$ cat config.mk
export PLATFORM = sky130hd
export DESIGN_NAME = project_border_writer
export DESIGN_NICKNAME = d
export VERILOG_FILES = /design/src/rtl/project_border_writer.sv
export SDC_FILE = /design/constraint.sdc
export NUM_CORES = 1
export LEC_CHECK = 0
export CAP_MARGIN = 20
export CORE_MARGIN = 2
export CORE_UTILIZATION = 64
export DETAILED_ROUTE_END_ITERATION = 6
export DONT_BUFFER_PORTS = 1
export MAX_ROUTING_LAYER = met4
export PLACE_DENSITY = 0.89
export REMOVE_ABC_BUFFERS = 1
export SLEW_MARGIN = 15
export SYNTH_ARGS = -nofsm -noshare
export SYNTH_HDL_FRONTEND = slang
export SYNTH_SLANG_ARGS = --single-unit
$ cat constraint.sdc
create_clock -name clk -period 66.3 [get_ports clk]
set_input_delay 13.26 -clock clk [delete_from_list [all_inputs] [get_ports clk]]
set_output_delay 13.26 -clock clk [all_outputs]
set_load 0.02 [all_outputs]
$ cat src/rtl/project_border_writer.sv
// project_border_writer: projects each capture frame onto both axes and writes run borders; `PROJECT_ONESHOT_EN freezes after the first result
module project_border_writer #(
  parameter int NUM_ROW = 1,
  parameter int NUM_COL = 3,
  parameter int H_PIXEL = 480,
  parameter int V_PIXEL = 272,
  parameter int MIN_W   = 4
) (
  input  logic        clk,
  input  logic        rst,
  input  logic        monoc,
  input  logic [10:0] xpos,
  input  logic [10:0] ypos,
  output logic        row_border_we,
  output logic [10:0] row_border_addr,
  output logic [10:0] row_border_wdata,
  output logic        col_border_we,
  output logic [10:0] col_border_addr,
  output logic [10:0] col_border_wdata,
  output logic [3:0]  num_row,
  output logic [3:0]  num_col,
  output logic [1:0]  frame_cnt,
  output logic        project_done_flag
);
  localparam int XW = $clog2(H_PIXEL);
  typedef enum logic [1:0] {IDLE, CAPTURE, SCAN, DONE} state_t;
  state_t state, state_n;
  logic [H_PIXEL-1:0] col_flag;
  logic [XW-1:0] sx, xi;
  logic [10:0] row_start, col_start, row_end, col_end;
  logic [3:0] row_cnt, col_cnt, col_cnt_n;
  logic line_fg, row_open, col_open;
  logic valid, sof, eol, eof, start, cap, fg, scan, col_f, col_last;
  logic row_open_ev, row_close_ev, row_keep, row_we_n;
  logic col_open_ev, col_close_ev, col_keep, col_we_n;
  assign valid = xpos < 11'(H_PIXEL) && ypos < 11'(V_PIXEL);
  assign sof = valid && xpos == 11'd0 && ypos == 11'd0;
  assign eol = valid && xpos == 11'(H_PIXEL - 1);
  assign eof = eol && ypos == 11'(V_PIXEL - 1);
`ifdef PROJECT_ONESHOT_EN
  assign start = sof && frame_cnt == 2'd0 && state == IDLE;
`else
  assign start = sof && frame_cnt == 2'd0 && (state == IDLE || state == DONE);
`endif
  assign cap = valid && (state == CAPTURE || start);
  assign fg = (xpos != 11'd0 && line_fg) || !monoc;
  assign row_open_ev = cap && eol && fg && !row_open && row_cnt < 4'(NUM_ROW);
  assign row_close_ev = cap && eol && row_open && (!fg || eof);
  assign row_end = fg ? ypos : ypos - 11'd1;
  assign row_keep = row_end - row_start + 11'd1 >= 11'(MIN_W);
  assign row_we_n = row_open_ev || (row_close_ev && row_keep);
  assign xi = xpos[XW-1:0];
  assign scan = state == SCAN;
  assign col_f = col_flag[sx];
  assign col_last = sx == XW'(H_PIXEL - 1);
  assign col_open_ev = scan && col_f && !col_open && col_cnt < 4'(NUM_COL);
  assign col_close_ev = scan && col_open && (!col_f || col_last);
  assign col_end = col_f ? 11'(sx) : 11'(sx) - 11'd1;
  assign col_keep = col_end - col_start + 11'd1 >= 11'(MIN_W);
  assign col_we_n = col_open_ev || (col_close_ev && col_keep);
  assign col_cnt_n = col_cnt + 4'(col_close_ev && col_keep);
  always_comb begin
    state_n = start ? CAPTURE : (state == CAPTURE && eof) ? SCAN : (scan && col_last) ? DONE : state;
  end
  always_ff @(posedge clk) begin
    if (cap) col_flag[xi] <= !monoc || (ypos != 11'd0 && col_flag[xi]);
  end
  always_ff @(posedge clk) begin
    if (rst) begin
      state             <= IDLE;
      frame_cnt         <= '0;
      row_border_we     <= 1'b0;
      row_border_addr   <= '0;
      row_border_wdata  <= '0;
      col_border_we     <= 1'b0;
      col_border_addr   <= '0;
      col_border_wdata  <= '0;
      num_row           <= '0;
      num_col           <= '0;
      project_done_flag <= 1'b0;
      line_fg           <= 1'b0;
      row_open          <= 1'b0;
      col_open          <= 1'b0;
      row_cnt           <= '0;
      col_cnt           <= '0;
      row_start         <= '0;
      col_start         <= '0;
      sx                <= '0;
    end else begin
      state         <= state_n;
      frame_cnt     <= frame_cnt + 2'(eof);
      line_fg       <= fg;
      row_border_we <= row_we_n;
      col_border_we <= col_we_n;
      if (row_we_n) begin
        row_border_addr  <= {6'd0, row_cnt, row_close_ev};
        row_border_wdata <= row_close_ev ? row_end : ypos;
      end
      if (col_we_n) begin
        col_border_addr  <= {6'd0, col_cnt, col_close_ev};
        col_border_wdata <= col_close_ev ? col_end : 11'(sx);
      end
      row_open <= !start && (row_open_ev || (row_open && !row_close_ev));
      col_open <= !start && (col_open_ev || (col_open && !col_close_ev));
      row_cnt  <= start ? 4'd0 : row_cnt + 4'(row_close_ev && row_keep);
      col_cnt  <= start ? 4'd0 : col_cnt_n;
      if (row_open_ev) row_start <= ypos;
      if (col_open_ev) col_start <= 11'(sx);
      sx <= (scan && !col_last) ? sx + XW'(1) : '0;
      if (start) project_done_flag <= 1'b0;
      else if (scan && col_last) begin
        project_done_flag <= 1'b1;
        num_row           <= row_cnt;
        num_col           <= col_cnt_n;
      end
    end
  end
endmodule
## After elaboration in Yosys (flattened, before gate mapping)

Index checks and enable logic that the tools add are counted.

| storage, ports and cells | value |
|---|---|
| word-level logic and storage cells | 123 |
| memories kept | 0 |
| register bits after elaboration | 567 |
| bits of input ports | 25 |
| bits in read-only memories | 0 |
| bits in writable memories | 0 |
| bits in latches | 0 |

| operators by class | value |
|---|---|
| reduce and logical (&&, ||, !) cells | 61 |
| div/mod/pow operators | 0 |
| eq/ne operators | 6 |
| order comparisons | 9 |
| shift operators | 0 |
| multiply operators | 0 |
| bitwise logic cells | 2 |
| $add $sub $neg | 10 |
| multiplexer cells | 14 |

Operators with widths:

| kind | count |
|---|---|
| $bwmux W480 | 1 |
| $mux W11 | 4 |
| $logic_and A1 B1 Y1 | 31 |
| $add A11 B1 Y11 const B | 2 |
| $eq A11 B9 Y1 const B | 2 |
| $ge A11 B3 Y1 const B | 2 |
| $logic_not A11 Y1 | 2 |
| $lt A11 B9 Y1 const B | 2 |
| $reduce_bool A11 Y1 | 2 |
| $lt A9 B10 Y1 const B | 2 |
| $bmux W1 S9 | 2 |
| $sub A11 B1 Y11 const B | 1 |
| $sub A11 B11 Y11 | 1 |
| $sub A11 B9 Y11 | 1 |
| $logic_or A1 B1 Y1 | 10 |
| $sub A9 B1 Y10 const B | 1 |
| $add A9 B1 Y9 const B | 1 |
| $demux W1 S9 | 1 |
| $eq A9 B9 Y1 const B | 1 |
| $ge A9 B1 Y1 const B | 1 |
| $logic_not A1 Y1 | 9 |
| $add A4 B1 Y4 | 2 |
| $eq A2 B2 Y1 const B | 2 |
| $logic_not A2 Y1 | 2 |
| 11 further kinds | 17 |

## Depth between registers and ports, before layout

| depth | value |
|---|---|
| depth after elaboration | 15 |
| gate-level depth with buffers | 34 |
| gate-level depth less buffers | 27 |

## Worst setup path before layout

Ideal clock, no wire load.

| timing | value |
|---|---|
| kind | input to register |
| start point | in xpos[0] |
| end point | reg col_flag[0], data pin |
| path slack | 28.380 ns |
| path buffers | 5 |
| data arrival time | 33.998 ns |
| stages on the path | 11 |
| cell sequence | buf_4 > buf_4 > buf_4 > buf_2 > clkbuf_1 > mux4_2 > mux4_2 > mux2i_1 > o311ai_0 > a31oi_1 > o21ai_0 |

| on the way | value |
|---|---|
| cells in the longest elaborated chain, start to end | 5 |
| elaborated cells on any way between the ends | 10 |
| classes of those cells | order compare: 2; mux: 5; reduce/logical: 3 |

RTL lines:

| element | line | text |
|---|---|---|
| start: declaration | 12 | `input logic [10:0] xpos,` |
| $bmux W1 S9, or another cell as far along | 66 | `if (cap) col_flag[xi] <= !monoc \|\| (ypos != 11'd0 && col_flag[xi]);` |
| $mux W1 (implied by the code) or $logic_and A1 B1 Y1 (tied branches) | 66 |  |
| $logic_and A1 B1 Y1 or $mux W1 (tied branches) | 66 |  |
| $logic_or A1 B1 Y1 or $demux W1 S9 (tied branches) | 66 |  |
| $bwmux W480 (*) | 66 |  |
| end signal: indexed assignment | 66 |  |
| end: declaration | 28 | `logic [H_PIXEL-1:0] col_flag;` |

Every way passes the cells marked *; elsewhere a longest branch is shown, timed or not. The select of a mux whose other input is x is not followed.
A chain may end at the register's enable or synchronous reset.

## Final worst setup path

| timing | value |
|---|---|
| start point | in xpos[0] |
| end point | reg row_cnt[1] |

| on the way | value |
|---|---|
| cells in the longest elaborated chain, start to end | 13 |
| elaborated cells on any way between the ends | 27 |
| classes of those cells | add/sub: 3; order compare: 2; eq/ne: 1; mux: 1; reduce/logical: 20 |

RTL lines:

| element | line | text |
|---|---|---|
| parallel branches: the longest is 13 deep, another holds $sub A11 B11 Y11 | n/a |  |
| end signal: assignment | 105 | `row_cnt <= start ? 4'd0 : row_cnt + 4'(row_close_ev && row_keep);` |
| end: declaration | 31 | `logic [3:0] row_cnt, col_cnt, col_cnt_n;` |

Several ways; the timed one is not identified.

==> flow_summary_export.csv <==
group,metric,value,unit
run_status,outcome,"completed",
logic_synthesis,synth_edf_count,480,
route,drtIter0Drc,4071,
layout,final_nets,2342,
clock_tree,htreeDepth,2,
worst_hold_path,hold_start,"row_start[8]",
route,drt_drc_violations_left,0,
die,design.core.area,46750,µm²
logic_synthesis,synthArstFlopShare,0,%
global_route,grt_pass1_vias,22317,
global_route,antenna_found_initial,5,
layout,fill_cells,2815,
logic_synthesis,postSynthAreaPerCell,12.87,µm²
global_route,gr-total-overflow,0,
placed_design,dp_hpwl,50.85,mm
critical_path,startpoint_type,"primary input",
timing,skew,36.54,ps
route,ant_nets,0,
critical_path,end_kind,"flip-flop",
clock_tree,cts_hold_buf,0,
timing,finalHoldViolations,0,
clock_tree,clockRootBuffer,"clkbuf_16",
critical_path,critical_path.max_stage_delay,720,ps
clock_tree,cts_tree,"done",
worst_hold_path,hp-class,"flip-flop to flip-flop",
clock_tree,cts.repair.resized,0,
placed_design,dpl_cell_area,30490,µm²
logic_synthesis,synth_cell_types,80,
pwr,p_total,0.7669,mW
logic_synthesis,synthFlopType,"edfxtp_1",
route,drt_first_pass_iters,7,
pwr,p_sw_share,21.58,%
pwr,peakVddDrop,0.02298,mV
global_route,grt_start_max_net_pins,304,
run,drv_cap,0,
critical_path,cp_common_cell,"ha_1",
die,num_rows,79,
clock_tree,path_clk_slew,60,ps
logic_synthesis,synth_area,30450,µm²
timing,post-route-min-period,18340,ps
route,via_per_inst,7.464,
timing,relSlewSlack,14.77,%
critical_path,required,66840,ps
clock_tree,cts_buffers,57,
logic_synthesis,yosysSeqAreaShare,52.99,%
route,vias,21855,
timing,rsz0062_at_grt,"no",
worst_hold_path,hold_depth,2,
logic_synthesis,synth_commonest_cells,"nor2_1 (561), edfxtp_1 (480), mux4_2 (234)",
timing,max_freq,54.53,MHz
layout,drive_gt1_share,17.06,%
worst_hold_path,min_to,"row_start[8]",
pwr,power_density,23.59,nW/µm²
critical_path,r2r_end,"num_col[2]",
logic_synthesis,yosysMostFrequentCell,"nor2_1",
logic_synthesis,ys_warn_count,0,
logic_synthesis,synth_area_leaders,"edfxtp_1 (47%), mux4_2 (17%), nor2_1 (6.9%)",
timing,period_share,27.66,%
logic_synthesis,syn_inst,2367,
pwr,netSwitchingPower,0.1655,mW
critical_path,worstPathArrival,18880,ps
critical_path,r2r-start,"sx[0]",
die,initial_core_util,65.13,%
logic_synthesis,synth_top_area_share,47.33,%
logic_synthesis,yosysTopAreaCell,"edfxtp_1",
clock_tree,post_cts_buffers,0,
pwr,pwr-share-seq,51.1,%
critical_path,path_class,"primary input to flip-flop",
timing,worst_slew_pin_slew,1276,ps
global_route,grt_pass1_wl,134.5,mm
pwr,p_leak,9.695,nW
timing,tns,0,ps
die,dieArea,49340,µm²
global_route,grt.total_usage,37.85,%
pwr,p_comb_share,4.6,%
clock_tree,insertion_delay,660,ps
pwr,p_int,0.6014,mW
die,die_w,222.1,µm
die,ios,82,
clock_tree,cts_buffer_depth,3,
critical_path,reg2reg_depth,25,
timing,slew_viol_final,0,
layout,syn_to_final_growth,6.742,%
critical_path,cp_cell_sequence,"nor2_1, a41o_1, nand2_1, or4_1, or4b_1, nor3_1, xor2_1, ha_1, ha_1, inv_1, or4_1, a31o_2, a211oi_1, nor2b_1, ha_1, ha_1, and2_1",
placed_design,port_buffers,0,
layout,design_area,32500,µm²
clock_tree,clock_sinks,566,
critical_path,critPathSlowestCell,"a211oi_1",
logic_synthesis,synth_seq_cells,566,
route,drt_wl_total,89.84,mm
route,wl_per_cell,30.68,µm
pwr,clkPwrFrac,44.3,%
placed_design,routabilityCongestion,0.9223,
die,die_h,222.1,µm
critical_path,cp_num_buf_inv,1,
critical_path,crit_family,"simple AND/OR/NAND/NOR gates",
timing,finalSetupViolCount,0,
critical_path,r2r_slack,57240,ps
critical_path,path_max_fanout,129,
flip-flops by register name, summed over array words and instances, names as in the netlist, 4 cells and up:
name              count
row_border_wdata     11
col_border_wdata     10
col_start             9
row_start            11
num_col               4
num_row               4
col_flag            480
row_border_addr       5
sx                    9
col_cnt               4
row_cnt               4
col_border_addr       5
layer usage:
metal | wire (µm) | vias to the layer above | part of all wire [%] | track usage, %
li1 | - | 8691 | - | -
met1 | 26760 | 10393 | 30 | 43.18
met2 | 40850 | 2173 | 45 | 56.80
met3 | 15450 | 598 | 17 | 14.66
met4 | 6786 | 0 | 7.6 | 22.78
met5 | 0 | - | 0 | -
power groups by stage:
stage / Clock [mW] / Sequential (mW) / Combinational (mW)
6_report: 0.340 / 0.392 / 0.0354
5_1_grt: 0.351 / 0.392 / 0.0371
4_1_cts: 0.337 / 0.392 / 0.0338
3_5_place_dp: 0 / 0.400 / 0.0334
3_3_place_gp: 0 / 0.399 / 0.0322
2_1_floorplan: 0 / 0.415 / 0.0246
cells in the final DEF, fill, tap and decap left out, types with 6 or more instances in the layout:
cell type	n
clkinv_1	16
dfxtp_1	83
nand2b_1	7
a21oi_1	47
edfxtp_1	480
mux2i_1	114
a31oi_1	6
clkinv_2	8
o41ai_1	7
diode_2	6
a221oi_1	7
xnor2_1	38
nand3_1	28
nand2_1	122
a22oi_1	43
ha_1	49
xor2_1	12
o2111ai_1	8
nand4_1	10
and3_1	7
buf_4	37
a211oi_1	20
o21ai_0	16
clkbuf_1	8
clkbuf_16	59
mux4_2	234
conb_1	12
nor2_1	560
mux2_2	12
a21o_1	6
nor3b_1	8
bufinv_16	7
o211ai_1	8
or3_1	8
nor4_1	12
and2_1	11
nor2b_1	31
or4_1	6
inv_1	50
nor3_1	15
area by class of cell:
cell class | count | area (µm²) | area share [%]
timing repair buffer | 41 | 365.4 | 1.124
antenna | 6 | 15.01 | 0.04619
multi-input combinational | 1548 | 13070 | 40.20
clock inverter | 36 | 395.4 | 1.216
sequential | 566 | 16150 | 49.67
clock buffer | 72 | 1560 | 4.800
inverter | 52 | 195.2 | 0.6005
tap | 607 | 759.5 | 2.337
per-stage QoR:
stage	worst slack, ps	util, %	hold slack, ps	std cells
2_1_floorplan	29470	-	427.6	2166
3_3_place_gp	47750	65.16	437.8	2811
3_5_place_dp	47560	65.22	444.3	2812
4_1_cts	48200	69.41	452.4	2920
5_1_grt	47810	69.52	472.3	2927
6_report	47960	69.52	458.3	2928
worst reg2reg max path: cells and delay by family, from the launching register on:
family          cells  cell delay [ps]
compound gates      9             3050
xor+xnor            2              330
fa+ha+maj           4             1030
buf+inv             2              950
flops               1              660
simple gates        8             2960
how the worst max path moves through the flow:
stage                  end  slack, ps  startpoint  depth (start not counted)
4_1_cts         row_cnt[1]      48200     xpos[0]                         17
3_5_place_dp    row_cnt[2]      47560     xpos[2]                         18
5_1_grt         row_cnt[2]      47810     xpos[0]                         18
6_report        row_cnt[1]      47960     xpos[0]                         17
2_1_floorplan  col_flag[0]      29470     xpos[0]                          7
3_3_place_gp    row_cnt[2]      47750     xpos[2]                         18
logic make-up (layout without fill, tap and decap cells):
family / after synthesis / in the layout / share of synthesized area (%)
AO/OA/AOI/OAI: 224 / 224 / 5.469
adder cells (fa/ha/maj): 51 / 51 / 2.145
other: 1 / 18 / 0.01231
XOR/XNOR: 50 / 50 / 1.438
multiplexers: 364 / 364 / 21.84
buffers and inverters: 264 / 201 / 4.355
AND/OR/NAND/NOR: 847 / 847 / 11.75
flip-flops: 566 / 566 / 52.99
Note: power is estimated with default switching activity, not from simulation.
